--- src/rtl/csa_slice_sequencer_if.sv ---
// rtl/csa_slice_sequencer_if.sv - operand/result handshake bundle for the slice sequencer
interface csa_slice_sequencer_if #(parameter int W = 32);
  logic         in_valid;
  logic         in_ready;
  logic [W-1:0] a;
  logic [W-1:0] b;
  logic         cin;
  logic         out_valid;
  logic         out_ready;
  logic [W-1:0] sum;
  logic         cout;
  logic         busy;

  modport master (
    output in_valid, a, b, cin, out_ready,
    input  in_ready, out_valid, sum, cout, busy
  );

  modport slave (
    input  in_valid, a, b, cin, out_ready,
    output in_ready, out_valid, sum, cout, busy
  );
endinterface

--- src/rtl/csa_slice_sequencer.sv ---
// rtl/csa_slice_sequencer.sv - wide adder that walks one carry-select slice per clock
module csa_slice_sequencer #(
  parameter int SLICE_W    = 8,
  parameter int NUM_SLICES = 4
) (
  input logic                  clk,
  input logic                  rst,
  csa_slice_sequencer_if.slave bus
);
  localparam int W  = SLICE_W * NUM_SLICES;
  localparam int IW = (NUM_SLICES > 1) ? $clog2(NUM_SLICES) : 1;

  typedef enum logic [1:0] {IDLE, RUN, DONE} state_t;

  state_t            state, state_nxt;
  logic [IW-1:0]     idx;
  logic              carry;
  logic [W-1:0]      op_a, op_b;
  logic [W-1:0]      sum_q;
  logic              cout_q;
  logic              out_valid_q;
  logic [SLICE_W-1:0] sa, sb;
  logic [SLICE_W:0]  s0, s1, ssel;
  logic              last;
  logic              accept;
  logic              out_fire;
  int                slice_lo;

  assign slice_lo = int'(idx) * SLICE_W;
  assign sa       = op_a[slice_lo +: SLICE_W];
  assign sb       = op_b[slice_lo +: SLICE_W];
  assign s0       = {1'b0, sa} + {1'b0, sb};
  assign s1       = s0 + {{SLICE_W{1'b0}}, 1'b1};
  assign ssel     = carry ? s1 : s0;
  assign last     = (idx == IW'(NUM_SLICES - 1));

  assign accept   = (state == IDLE) && bus.in_valid && !rst;
  assign out_fire = (state == DONE) && out_valid_q && bus.out_ready;

  // in_ready/busy are masked by rst so the producer never sees a ready during reset
  assign bus.in_ready  = (state == IDLE) && !rst;
  assign bus.busy      = (state != IDLE) && !rst;
  assign bus.out_valid = out_valid_q;
  assign bus.sum       = sum_q;
  assign bus.cout      = cout_q;

  always_ff @(posedge clk) begin
    if (rst) state <= IDLE;
    else     state <= state_nxt;
  end

  always_comb begin
    state_nxt = state;
    case (state)
      IDLE:    if (accept)   state_nxt = RUN;
      RUN:     if (last)     state_nxt = DONE;
      DONE:    if (out_fire) state_nxt = IDLE;
      default: state_nxt = IDLE;
    endcase
  end

  always_ff @(posedge clk) begin
    if (rst) begin
      idx         <= '0;
      carry       <= 1'b0;
      sum_q       <= '0;
      cout_q      <= 1'b0;
      out_valid_q <= 1'b0;
    end else begin
      case (state)
        IDLE: begin
          if (accept) begin
            op_a  <= bus.a;
            op_b  <= bus.b;
            carry <= bus.cin;
            idx   <= '0;
          end
        end
        RUN: begin
          sum_q[slice_lo +: SLICE_W] <= ssel[SLICE_W-1:0];
          carry <= ssel[SLICE_W];
          idx   <= idx + IW'(1);
          if (last) begin
            cout_q      <= ssel[SLICE_W];
            out_valid_q <= 1'b1;
          end
        end
        DONE: begin
          if (out_fire) out_valid_q <= 1'b0;
        end
        default: ;
      endcase
    end
  end
endmodule

--- src/flat_wrapper.sv ---
// flat-port wrapper written by rule: the top's interface ports become plain ports
module csa_slice_sequencer_flat 
#(
  parameter int SLICE_W    = 8,
  parameter int NUM_SLICES = 4
)
  (clk, rst, bus_in_valid, bus_a, bus_b, bus_cin, bus_out_ready, bus_in_ready, bus_out_valid, bus_sum, bus_cout, bus_busy);
  csa_slice_sequencer_if #(.W(32)) bus_i ();
  input logic clk;
  input logic rst;
  input wire logic [$bits(bus_i.in_valid)-1:0] bus_in_valid;
  input wire logic [$bits(bus_i.a)-1:0] bus_a;
  input wire logic [$bits(bus_i.b)-1:0] bus_b;
  input wire logic [$bits(bus_i.cin)-1:0] bus_cin;
  input wire logic [$bits(bus_i.out_ready)-1:0] bus_out_ready;
  output wire logic [$bits(bus_i.in_ready)-1:0] bus_in_ready;
  output wire logic [$bits(bus_i.out_valid)-1:0] bus_out_valid;
  output wire logic [$bits(bus_i.sum)-1:0] bus_sum;
  output wire logic [$bits(bus_i.cout)-1:0] bus_cout;
  output wire logic [$bits(bus_i.busy)-1:0] bus_busy;
  assign bus_i.in_valid = bus_in_valid;
  assign bus_i.a = bus_a;
  assign bus_i.b = bus_b;
  assign bus_i.cin = bus_cin;
  assign bus_i.out_ready = bus_out_ready;
  assign bus_in_ready = bus_i.in_ready;
  assign bus_out_valid = bus_i.out_valid;
  assign bus_sum = bus_i.sum;
  assign bus_cout = bus_i.cout;
  assign bus_busy = bus_i.busy;
  csa_slice_sequencer #(.SLICE_W(SLICE_W), .NUM_SLICES(NUM_SLICES)) u_core (.clk(clk), .rst(rst), .bus(bus_i));
endmodule
--- config.mk ---
export PLATFORM = sky130hd
export DESIGN_NAME = csa_slice_sequencer_flat
export DESIGN_NICKNAME = d
export VERILOG_FILES = /design/src/rtl/csa_slice_sequencer_if.sv /design/src/rtl/csa_slice_sequencer.sv /design/src/flat_wrapper.sv
export SDC_FILE = /design/constraint.sdc
export NUM_CORES = 1
export LEC_CHECK = 0
export CORE_UTILIZATION = 40
export CTS_CLUSTER_SIZE = 28
export DETAILED_ROUTE_END_ITERATION = 6
export PLACE_DENSITY = 0.66
export SETUP_SLACK_MARGIN = 0.02
export SLEW_MARGIN = 0
export SYNTH_ARGS = -nofsm -noshare
export SYNTH_HDL_FRONTEND = slang
export SYNTH_SLANG_ARGS = --single-unit
--- constraint.sdc ---
create_clock -name clk -period 4.8 [get_ports clk]
set_input_delay 0.72 -clock clk [delete_from_list [all_inputs] [get_ports clk]]
set_output_delay 0.72 -clock clk [all_outputs]
set_load 0.05 [all_outputs]
==> flow_summary.rst, run 1 <==
.. list-table::
   :header-rows: 1

   * - Metric
     - Value
   * - Worst Setup Path Type
     - reg2reg
   * - Netlist area before placement
     - 4480 sq um
   * - Final critical delay including setup and external delays
     - 3.72 ns
   * - Relative max-transition margin
     - 46.3%
   * - Global routing met2 resource utilization
     - 26.1%
   * - Main synth FF type
     - sky130_fd_sc_hd__edfxtp_1
   * - Wire length of the first global-routing pass
     - 14,500 microns
   * - Utilization of the core after routing
     - 53.8%
   * - Yosys warns
     - 0
   * - Final Max Slew Viols
     - 0
   * - Routed WL
     - 8990 microns
   * - Max IR drop VDD
     - 0.189 mV
   * - Finished Cell Area
     - 5850 sq um
   * - Average wire length per cell after detail routing
     - 15.5 microns
   * - Post-synthesis average cell area
     - 13.7 sq um
   * - Portion of the clock cycle consumed by the worst path in the final layout
     - 77.5%
   * - Leak Pwr
     - 0.00198 uW
   * - Post-cts sizing count
     - 0
   * - Number of nets with antenna violations after detailed routing
     - 0
   * - Routed via count
     - 3,022
   * - Number of primary I/O pins
     - 105
   * - Insertion delay to the later sink of the worst-skew pair
     - 0.37 ns
   * - Number of vias per cell
     - 5.21
   * - GR Util met1
     - 21.7%
   * - Starting utilization of the core area
     - 41.1%
   * - Power density relative to cell area
     - 379 nW/um^2
   * - Largest driver fanout on the critical path
     - 16
   * - Top area cells in the synthesized netlist
     - sky130_fd_sc_hd__edfxtp_1, sky130_fd_sc_hd__dfxtp_1, sky130_fd_sc_hd__mux4_2
   * - EDFF count, synth
     - 64
   * - Final Hold Fails
     - 0
   * - Placer Congestion
     - 0.776
   * - Startpoint type of the worst setup path
     - flop
   * - Most instantiated library cell after synthesis
     - sky130_fd_sc_hd__edfxtp_1
   * - Most frequent cells after synthesis
     - sky130_fd_sc_hd__edfxtp_1, sky130_fd_sc_hd__dfxtp_1, sky130_fd_sc_hd__nor2_1
   * - Die Outline Area
     - 11,600 sq um
   * - RSZ-0062 raised after global routing
     - false
   * - Clock Sinks
     - 103
   * - Result of the run
     - finished, final reports clean
   * - Mapped Cells
     - 328
   * - Syn nets
     - 416
   * - Post-synthesis sequential element count
     - 103
   * - Vias in the first global route
     - 2,947
   * - Sequential area share after synthesis
     - 60.3%
   * - Met3 usage in global routing
     - 3.75%
   * - Number of endpoints failing setup at the final stage
     - 0
   * - Maximum number of pins on one net before global-route repair
     - 49
   * - Worst setup EP type
     - flop
   * - Cell at the root of the clock tree
     - sky130_fd_sc_hd__clkbuf_8
   * - Max Buffers Root-to-Sink
     - 2
   * - Worst Max-Slew Pin Slew
     - 0.803 ns
   * - Nets
     - 523
   * - Proportion of layout cells with a drive suffix above 1
     - 11.8%
   * - CTS tree
     - done
   * - TritonCTS Buffers
     - 9
   * - Share of flip-flops with an asynchronous set or reset
     - 0%
   * - Post-synth top area share
     - 42.9%
   * - First-iteration detailed-routing DRC count
     - 103
   * - Area of the core
     - 10,900 sq um
   * - Max-cap violations
     - 0
   * - Overflow after GRT
     - 0
   * - Arrival time reported for the critical path endpoint
     - 3.98 ns
   * - Post-CTS Hold Buffers
     - 0
   * - Die outline width
     - 108 microns
   * - Worst Hold Margin
     - 0.480 ns
   * - Port Buf Inserts
     - 104
   * - Achievable clock frequency
     - 269 MHz
   * - DRC violation count after routing
     - 0
   * - Hold Crit Class
     - reg2reg
   * - Cell Area, Placed
     - 5680 sq um
   * - Required time reported for the critical path endpoint
     - 5.06 ns
   * - Site row count
     - 38
   * - Initial antenna violation count
     - 0
   * - CTS clock-pin slew for the worst setup and hold paths
     - 0.10 ns
   * - Sum of negative setup slack
     - 0 ns
   * - Buffers inserted by post-CTS timing repair
     - 0
   * - Layout overhead on the synthesized area
     - 30.7%
   * - Vertical die dimension
     - 108 microns
   * - Gr usage total
     - 16.3%
   * - H-tree Lvls
     - 3
   * - Ant. Diodes
     - 0
   * - Total design power
     - 2220 uW
   * - Worst-case clock skew
     - 0.0117 ns
   * - Length of the first detailed-routing pass in iterations
     - 4
   * - DPL Wire Length
     - 6740 microns
   * - Library cell with the largest summed area after synthesis
     - sky130_fd_sc_hd__edfxtp_1
   * - Number of distinct library cells after synthesis
     - 56
   * - GR peak layer
     - met2
-- through the flow --
stage,setup WS [ns],instances
final,1.08,580
after global routing,0.859,580
after CTS,1.03,580
after detailed placement,1.05,564
after global placement,1.14,564
after floorplan,0.731,328
-- flip-flops by register name (all words and copies together), names as in the netlist --
register,cells
u_core.carry,1
u_core.op_a,32
u_core.bus.sum,32
u_core.op_b,32
u_core.bus.cout,1
u_core.state,2
u_core.idx,2
u_core.bus.out_valid,1
-- final cells by class --
class | instances | area, sq um
clock buffer | 9 | 124
clock inverter | 7 | 53.8
fill | 955 | 5030
inverter | 6 | 22.5
multi-input combinational | 205 | 1690
sequential | 103 | 2700
tap | 140 | 175
timing repair buffer | 110 | 1090
-- critical path, stage by stage, from the launching register on --
cell and delay (ns):
sky130_fd_sc_hd__dfxtp_1 0.55, sky130_fd_sc_hd__buf_4 0.39, sky130_fd_sc_hd__mux4_2 0.55, sky130_fd_sc_hd__ha_1 0.25, sky130_fd_sc_hd__fa_1 0.41, sky130_fd_sc_hd__a21o_1 0.20, sky130_fd_sc_hd__a221oi_1 0.31, sky130_fd_sc_hd__xnor2_1 0.27
sky130_fd_sc_hd__nand4_4 0.20, sky130_fd_sc_hd__nor3b_1 0.20, sky130_fd_sc_hd__a311o_1 0.27
-- per-layer routing --
layer  part of all wire (%)  vias to the layer above
met5                      0                        -
met4                    1.1                        0
met3                    5.8                       10
met2                     47                      111
met1                     46                     1433
li1                       -                     1468
-- power by group --
group | internal (uW) | switching (uW) | leakage (uW)
registers | 1020 | 31.8 | 0.000910
clock network | 195 | 303 | 0.0000900
logic | 272 | 399 | 0.000982
-- kinds of logic after synthesis --
logic type,synth area share [%]
AOI/OAI and AO/OA,9.64
xor gates and xnor gates,2.15
adders and majority gates,5.47
buffers and inverters,1.98
DFF,60.3
muxes,8.97
and+or+nand+nor,11.5
-- cells in the final DEF (no fill, tap or decap), drive strengths merged, types with 2 or more instances in the layout --
| master | instances |
|---|---|
| edfxtp | 64 |
| nor2b | 4 |
| o21ai | 14 |
| and2 | 2 |
| nor3b | 6 |
| o211ai | 3 |
| nand3 | 15 |
| nor4b | 5 |
| a21o | 2 |
| xnor2 | 5 |
| dfxtp | 39 |
| nand2 | 18 |
| nor2 | 30 |
| o21ba | 2 |
| nand4 | 3 |
| a211oi | 2 |
| clkbuf | 9 |
| and3 | 2 |
| inv | 10 |
| buf | 6 |
| mux2i | 3 |
| nor4 | 2 |
| ha | 18 |
| nor3 | 3 |
| clkdlybuf4s50 | 104 |
| a21oi | 8 |
| mux4 | 16 |
| clkinv | 2 |
| or2 | 3 |
| a22oi | 21 |
| xor2 | 6 |
-- final timing paths --
path	from	to	slack [ns]	depth (start not counted)
worst max-delay path	u_core.idx[0]$_SDFFE_PP0P_	u_core.bus.sum[7]$_SDFFE_PP0P_	1.08	10
worst min-delay path	u_core.bus.sum[14]$_SDFFE_PP0P_	u_core.bus.sum[14]$_SDFFE_PP0P_	0.48	2
worst max register to register	u_core.idx[0]$_SDFFE_PP0P_	u_core.bus.sum[7]$_SDFFE_PP0P_	1.08	10
worst min register to register	u_core.bus.sum[14]$_SDFFE_PP0P_	u_core.bus.sum[14]$_SDFFE_PP0P_	0.48	2
Power figures use the tool's default switching activity.
==> inputs of run 2 (changes only) <==
--- a/config.mk
+++ b/config.mk
@@ -8,7 +8,7 @@
 export CORE_UTILIZATION = 40
 export CTS_CLUSTER_SIZE = 28
 export DETAILED_ROUTE_END_ITERATION = 6
-export PLACE_DENSITY = 0.66
+export PLACE_DENSITY = 0.69
 export SETUP_SLACK_MARGIN = 0.02
 export SLEW_MARGIN = 0
 export SYNTH_ARGS = -nofsm -noshare
==> constraint.sdc (replaced) <==
create_clock -name clk -period 3.2 [get_ports clk]
set_input_delay 0.48 -clock clk [delete_from_list [all_inputs] [get_ports clk]]
set_output_delay 0.48 -clock clk [all_outputs]
set_load 0.05 [all_outputs]
==> run 2 against run 1 <==
Effect of this change: cell area rose by 3.6%; die area did not move; largest power group unchanged; utilization rose by 1.9 points; non-clock buffer count rose by 14; critical endpoint is now u_core.bus.sum[28]$_SDFFE_PP0P_; register-to-register slack got worse by 0.92 ns; first-iteration DRC count rose by 44%; sequential cell count did not move.
==> flow_summary.rst, run 2 (synthesis gave the netlist of run 1 again) <==
.. list-table::
   :header-rows: 1

   * - Metric
     - Value
   * - Cell at the root of the clock tree
     - sky130_fd_sc_hd__clkbuf_8
   * - H-tree Lvls
     - 3
   * - Clock Sinks
     - 103
   * - RSZ-0062 raised after global routing
     - false
   * - Result of the run
     - finished, final reports clean
   * - Arrival time reported for the critical path endpoint
     - 3.35 ns
   * - Startpoint type of the worst setup path
     - flop
   * - Number of primary I/O pins
     - 105
   * - Leak Pwr
     - 0.00210 uW
   * - First-iteration detailed-routing DRC count
     - 148
   * - Length of the first detailed-routing pass in iterations
     - 4
   * - Internal power
     - 2320 uW
   * - Vertical die dimension
     - 108 microns
   * - Switch share
     - 33.2%
   * - CTS tree
     - done
   * - Hold Crit Class
     - reg2reg
   * - Max Buffers Root-to-Sink
     - 2
   * - Placer Congestion
     - 0.836
   * - Initial antenna violation count
     - 0
   * - Ant. Diodes
     - 0
   * - Worst setup EP type
     - flop
   * - Wire length of the first global-routing pass
     - 15,300 microns
   * - Area of the core
     - 10,900 sq um
   * - Die Outline Area
     - 11,600 sq um
   * - Worst-case clock skew
     - 0.0183 ns
   * - Largest driver fanout on the critical path
     - 13
   * - Relative max-transition margin
     - 58.3%
   * - Routed via count
     - 3,122
   * - DRC violation count after routing
     - 0
   * - Most used cells in the layout excluding fill and tap cells
     - sky130_fd_sc_hd__clkdlybuf4s50_1, sky130_fd_sc_hd__edfxtp_1, sky130_fd_sc_hd__dfxtp_1, sky130_fd_sc_hd__nor2_1, sky130_fd_sc_hd__a22oi_1
   * - Gr usage total
     - 17.2%
   * - Starting utilization of the core area
     - 41.1%
   * - Routed WL
     - 9220 microns
   * - Total design power
     - 3480 uW
   * - Die outline width
     - 108 microns
   * - Maximum number of pins on one net before global-route repair
     - 65
   * - Final Max Slew Viols
     - 0
   * - Layout overhead on the synthesized area
     - 35.4%
   * - Number of nets with antenna violations after detailed routing
     - 0
   * - Number of endpoints failing setup at the final stage
     - 0
   * - Max IR drop VDD
     - 0.310 mV
   * - Filler cell count
     - 913
   * - Power density relative to cell area
     - 573 nW/um^2
   * - Max-cap violations
     - 0
   * - Vias in the first global route
     - 3,115
   * - Required time reported for the critical path endpoint
     - 3.50 ns
   * - Insertion delay to the later sink of the worst-skew pair
     - 0.37 ns
   * - Overflow after GRT
     - 0
   * - Clk pwr share
     - 22.5%
   * - Sum of negative setup slack
     - 0 ns
   * - Worst Setup Path Type
     - reg2reg
   * - Achievable clock frequency
     - 329 MHz
   * - Port Buf Inserts
     - 104
   * - Nets
     - 537
   * - Relative contribution of combinational cells to total power
     - 32.3%
   * - Site row count
     - 38
   * - Proportion of layout cells with a drive suffix above 1
     - 17.0%
   * - DPL Wire Length
     - 7010 microns
   * - Worst Max-Slew Pin Slew
     - 0.625 ns
   * - TritonCTS Buffers
     - 9
   * - Number of vias per cell
     - 5.26
   * - CTS clock-pin slew for the worst setup and hold paths
     - 0.10 ns
   * - Most common library cell in the layout ignoring fill and taps
     - sky130_fd_sc_hd__clkdlybuf4s50_1
   * - Final Hold Fails
     - 0
   * - Final critical delay including setup and external delays
     - 3.04 ns
   * - Average wire length per cell after detail routing
     - 15.5 microns
   * - Sequential cell fraction of total power
     - 45.2%
   * - Portion of the clock cycle consumed by the worst path in the final layout
     - 95.0%
   * - Net switching power of the design
     - 1160 uW
## run 2: metal layers
metal | GRT usage (%) | share of wire [%]
met5 | 0 | 0
met2 | 29.2 | 49
met4 | 5.87 | 1.1
met3 | 3.45 | 4.8
met1 | 21.7 | 45
## run 2: metrics by stage
step           hold WS, ns  instance area [sq um]  utilization [%]  std cells  setup slack [ns]
4_1_cts              0.497                   5970             54.8        587            0.0170
2_1_floorplan        0.491                   4490                -        328            0.0698
3_5_place_dp         0.484                   5760             52.9        571           -0.0508
3_3_place_gp         0.470                   5760             52.9        571            0.0341
6_report             0.494                   6060             55.7        594             0.159
5_1_grt              0.520                   6060             55.7        594            0.0213
## run 2: layout make-up
cell class,count,area [sq um],area share (%)
Tap cell,140,175,2.89
Clock buffer,9,124,2.04
Clock inverter,7,68.8,1.13
Sequential cell,103,2710,44.6
Multi-Input combinational cell,205,1740,28.7
Timing Repair Buffer,124,1220,20.2
Inverter,6,22.5,0.371
## run 2: power groups by stage
stage               Combinational (uW)  Sequential [uW]  Clock, uW
global route                      1230             1580        849
finish                            1120             1570        782
floorplan                          651             1670          0
detailed placement                1050             1600          0
CTS                               1070             1570        809
global placement                  1030             1600          0
## run 2: final timing paths
kind,start,end,slack (ns),cells after the start
worst max-delay path,u_core.idx[0]$_SDFFE_PP0P_,u_core.bus.sum[28]$_SDFFE_PP0P_,0.16,10
worst min-delay path,u_core.bus.sum[5]$_SDFFE_PP0P_,u_core.bus.sum[5]$_SDFFE_PP0P_,0.49,2
worst max register to register,u_core.idx[0]$_SDFFE_PP0P_,u_core.bus.sum[28]$_SDFFE_PP0P_,0.16,10
worst min register to register,u_core.bus.sum[5]$_SDFFE_PP0P_,u_core.bus.sum[5]$_SDFFE_PP0P_,0.49,2
## run 2: timing repair
| item | in CTS | in global routing |
|---|---|---|
| setup endpoints to repair | 3 | 18 |
| hold buffers | 0 | 0 |
| cloned | 0 | 0 |
| gates resized for setup | 2 | 9 |
| pin swaps | 1 | 4 |
| buffers inserted | 0 | 7 |
| hold endpoints to repair | 0 | 0 |
## run 2: critical path, cell delays in order (launching register included)
cell	delay [ns]
sky130_fd_sc_hd__dfxtp_4	0.40
sky130_fd_sc_hd__buf_12	0.15
sky130_fd_sc_hd__mux4_2	0.55
sky130_fd_sc_hd__fa_2	0.61
sky130_fd_sc_hd__ha_1	0.14
sky130_fd_sc_hd__nand2_1	0.09
sky130_fd_sc_hd__nor4b_2	0.35
sky130_fd_sc_hd__buf_4	0.19
sky130_fd_sc_hd__xor2_2	0.27
sky130_fd_sc_hd__a22oi_1	0.12
sky130_fd_sc_hd__nor2_1	0.11
==> inputs of run 3 (changes only) <==
--- a/config.mk
+++ b/config.mk
@@ -5,10 +5,11 @@
 export SDC_FILE = /design/constraint.sdc
 export NUM_CORES = 1
 export LEC_CHECK = 0
+export CORE_ASPECT_RATIO = 2
 export CORE_UTILIZATION = 40
 export CTS_CLUSTER_SIZE = 28
 export DETAILED_ROUTE_END_ITERATION = 6
-export PLACE_DENSITY = 0.69
+export PLACE_DENSITY = 0.66
 export SETUP_SLACK_MARGIN = 0.02
 export SLEW_MARGIN = 0
 export SYNTH_ARGS = -nofsm -noshare
==> constraint.sdc (replaced) <==
create_clock -name clk -period 3.86 [get_ports clk]
set_input_delay 0.579 -clock clk [delete_from_list [all_inputs] [get_ports clk]]
set_output_delay 0.579 -clock clk [all_outputs]
set_load 0.05 [all_outputs]
==> run 3 against run 2 <==
Effect of this change: final cell count decreased by 1.9%; sequential share of layout area grew 0.33 points; clock skew is 0.013 ns lower; via count is 1.9% lower; global-route usage is 0.52 points higher; critical path type unchanged; die area up 0.22%; first-iteration DRC count is 22% higher; combinational power is 25% lower; cell area shrank 0.87%.
==> flow_summary.rst, run 3 (synthesis gave the netlist of run 1 again) <==
.. list-table::
   :header-rows: 1

   * - Metric
     - Value
   * - TritonCTS Buffers
     - 9
   * - Vias in the first global route
     - 3,243
   * - Layout Cells excl Fill
     - 583
   * - Total routed wire length on the met1 layer
     - 3200 microns
   * - Beginning of the worst register-to-register path
     - u_core.idx[0]$_SDFFE_PP0P_
   * - Worst Setup Path Type
     - reg2reg
   * - Vertical die dimension
     - 152 microns
   * - Port Buf Inserts
     - 104
   * - Overflow after GRT
     - 0
   * - Relative contribution of combinational cells to total power
     - 27.1%
   * - Most common library cell in the layout ignoring fill and taps
     - sky130_fd_sc_hd__clkdlybuf4s50_1
   * - Maximum number of pins on one net before global-route repair
     - 65
   * - Layout overhead on the synthesized area
     - 34.2%
   * - Required time reported for the critical path endpoint
     - 4.09 ns
   * - Die Outline Area
     - 11,700 sq um
   * - H-tree Lvls
     - 3
   * - Met2 Wirelength
     - 5580 microns
   * - Sequential cell fraction of total power
     - 42.4%
   * - CTS clock-pin slew for the worst setup and hold paths
     - 0.07 ns
   * - DRC violation count after routing
     - 0
   * - Site row count
     - 54
   * - Wire length of the first global-routing pass
     - 15,500 microns
   * - Hold Path Depth
     - 2
   * - DPL Wire Length
     - 7550 microns
   * - Clock Sinks
     - 103
   * - Routed via count
     - 3,064
   * - Insertion delay to the later sink of the worst-skew pair
     - 0.35 ns
   * - Portion of the clock cycle consumed by the worst path in the final layout
     - 87.3%
   * - Length of the first detailed-routing pass in iterations
     - 4
   * - Starting utilization of the core area
     - 41.2%
   * - Proportion of layout cells with a drive suffix above 1
     - 12.6%
   * - Post-cts sizing count
     - 0
   * - Achievable clock frequency
     - 297 MHz
   * - Gr usage total
     - 17.7%
   * - Power density relative to cell area
     - 513 nW/um^2
   * - Number of primary I/O pins
     - 105
   * - Relative max-transition margin
     - 25.5%
   * - Internal power
     - 2120 uW
   * - Worst Max-Slew Pin Slew
     - 1.09 ns
   * - Placer Congestion
     - 0.874
   * - Clk pwr share
     - 30.5%
   * - Routed WL
     - 9590 microns
   * - CTS tree
     - done
   * - Die outline width
     - 76.8 microns
   * - Reg-to-reg slack, setup
     - 0.49 ns
   * - Number of nets with antenna violations after detailed routing
     - 0
   * - Most used cells in the layout excluding fill and tap cells
     - sky130_fd_sc_hd__clkdlybuf4s50_1, sky130_fd_sc_hd__edfxtp_1, sky130_fd_sc_hd__dfxtp_1, sky130_fd_sc_hd__nor2_1, sky130_fd_sc_hd__a22oi_1
   * - Initial antenna violation count
     - 0
   * - Area of the core
     - 10,900 sq um
   * - Max IR drop VDD
     - 0.300 mV
   * - Switch share
     - 31.1%
   * - RR Endpoint
     - u_core.bus.sum[31]$_SDFFE_PP0P_
   * - Buffers inserted by post-CTS timing repair
     - 0
   * - Worst setup EP type
     - flop
   * - Worst hold path endpoint
     - u_core.bus.sum[5]$_SDFFE_PP0P_
   * - Max Buffers Root-to-Sink
     - 2
   * - Post-CTS Hold Buffers
     - 0
   * - Number of endpoints failing setup at the final stage
     - 0
   * - Number of vias per cell
     - 5.26
   * - Final critical delay including setup and external delays
     - 3.37 ns
   * - Max-cap violations
     - 0
   * - Hold Crit Class
     - reg2reg
   * - Arrival time reported for the critical path endpoint
     - 3.60 ns
   * - Net switching power of the design
     - 960 uW
   * - Top metal layer carrying routed signals
     - met4
   * - RSZ-0062 raised after global routing
     - false
   * - Nets
     - 526
   * - Min-delay src
     - u_core.bus.sum[5]$_SDFFE_PP0P_
   * - Startpoint type of the worst setup path
     - flop
   * - Final Hold Fails
     - 0
   * - Result of the run
     - finished, final reports clean
   * - Number of cells on the worst reg-to-reg path
     - 9
   * - Largest driver fanout on the critical path
     - 17
   * - Final Max Slew Viols
     - 0
   * - Worst-case clock skew
     - 0.00576 ns
   * - Cell at the root of the clock tree
     - sky130_fd_sc_hd__clkbuf_16
   * - First-iteration detailed-routing DRC count
     - 181
   * - Ant. Diodes
     - 0
   * - Inst Count DP
     - 567
   * - Wire length on met3
     - 377 microns
   * - Leak Pwr
     - 0.00206 uW
   * - Average wire length per cell after detail routing
     - 16.5 microns
   * - Sum of negative setup slack
     - 0 ns
[run 3: changes by cell type in the layout (fill, tap and decap cells not counted), moves of 2 or more]
cell	previous run	this run
sky130_fd_sc_hd__buf_12	3	0
sky130_fd_sc_hd__buf_4	19	9
sky130_fd_sc_hd__clkbuf_16	0	9
sky130_fd_sc_hd__clkbuf_8	9	0
sky130_fd_sc_hd__clkdlybuf4s50_1	102	104
sky130_fd_sc_hd__clkinv_4	0	2
sky130_fd_sc_hd__xnor2_1	3	5
sky130_fd_sc_hd__xnor2_2	2	0
sky130_fd_sc_hd__xor2_1	4	6
sky130_fd_sc_hd__xor2_2	2	0
[run 3: how the worst max path moves through the flow]
stage	from	to	slack [ns]	cells past startpoint
2_1_floorplan	u_core.idx[0]$_SDFFE_PP0P_	u_core.bus.sum[7]$_SDFFE_PP0P_	0.53	10
3_5_place_dp	u_core.idx[0]$_SDFFE_PP0P_	u_core.bus.sum[7]$_SDFFE_PP0P_	0.50	9
6_report	u_core.idx[0]$_SDFFE_PP0P_	u_core.bus.sum[31]$_SDFFE_PP0P_	0.49	9
3_3_place_gp	u_core.idx[0]$_SDFFE_PP0P_	u_core.bus.sum[7]$_SDFFE_PP0P_	0.59	9
4_1_cts	u_core.idx[0]$_SDFFE_PP0P_	u_core.bus.sum[31]$_SDFFE_PP0P_	0.46	9
5_1_grt	u_core.idx[0]$_SDFFE_PP0P_	u_core.bus.sum[31]$_SDFFE_PP0P_	0.24	9
[run 3: through the flow]
step | cell area, sq um | hold WS [ns] | power, uW | worst slack [ns] | util [%]
4_1_cts | 6010 | 0.477 | 3120 | 0.464 | 55.3
3_5_place_dp | 5700 | 0.462 | 2180 | 0.503 | 52.4
5_1_grt | 6010 | 0.488 | 3230 | 0.239 | 55.3
3_3_place_gp | 5700 | 0.463 | 2150 | 0.591 | 52.4
6_report | 6010 | 0.471 | 3080 | 0.492 | 55.3
2_1_floorplan | 4480 | 0.491 | 1920 | 0.528 | -
[run 3: power groups by stage]
stage / registers, uW / logic (uW) / clock network, uW
2_1_floorplan: 1380 / 536 / 0
3_3_place_gp: 1330 / 823 / 0
3_5_place_dp: 1340 / 841 / 0
4_1_cts: 1310 / 845 / 960
5_1_grt: 1320 / 917 / 1000
6_report: 1310 / 836 / 941
[run 3: final cells by class]
class	count	area, sq um
Clock inverter	7	87.6
Inverter	6	22.5
Multi-Input combinational cell	205	1690
Sequential cell	103	2700
Timing Repair Buffer	113	1110
Fill cell	942	4870
Tap cell	140	175
Clock buffer	9	225
[run 3: metal layers]
layer  vias up  track usage, %
li1       1479               -
met1      1458            16.8
met2       103            34.1
met3        24            3.29
met4         0            11.4
met5         -               0
[run 3: worst max-delay path, stage by stage (launching register included)]
cell	delay (ns)
sky130_fd_sc_hd__dfxtp_1	0.47
sky130_fd_sc_hd__buf_4	0.33
sky130_fd_sc_hd__mux4_2	0.54
sky130_fd_sc_hd__ha_1	0.38
sky130_fd_sc_hd__o211ai_2	0.12
sky130_fd_sc_hd__o211a_1	0.26
sky130_fd_sc_hd__nor3b_2	0.32
sky130_fd_sc_hd__or2_0	0.37
sky130_fd_sc_hd__nor2_1	0.09
sky130_fd_sc_hd__a221o_1	0.36
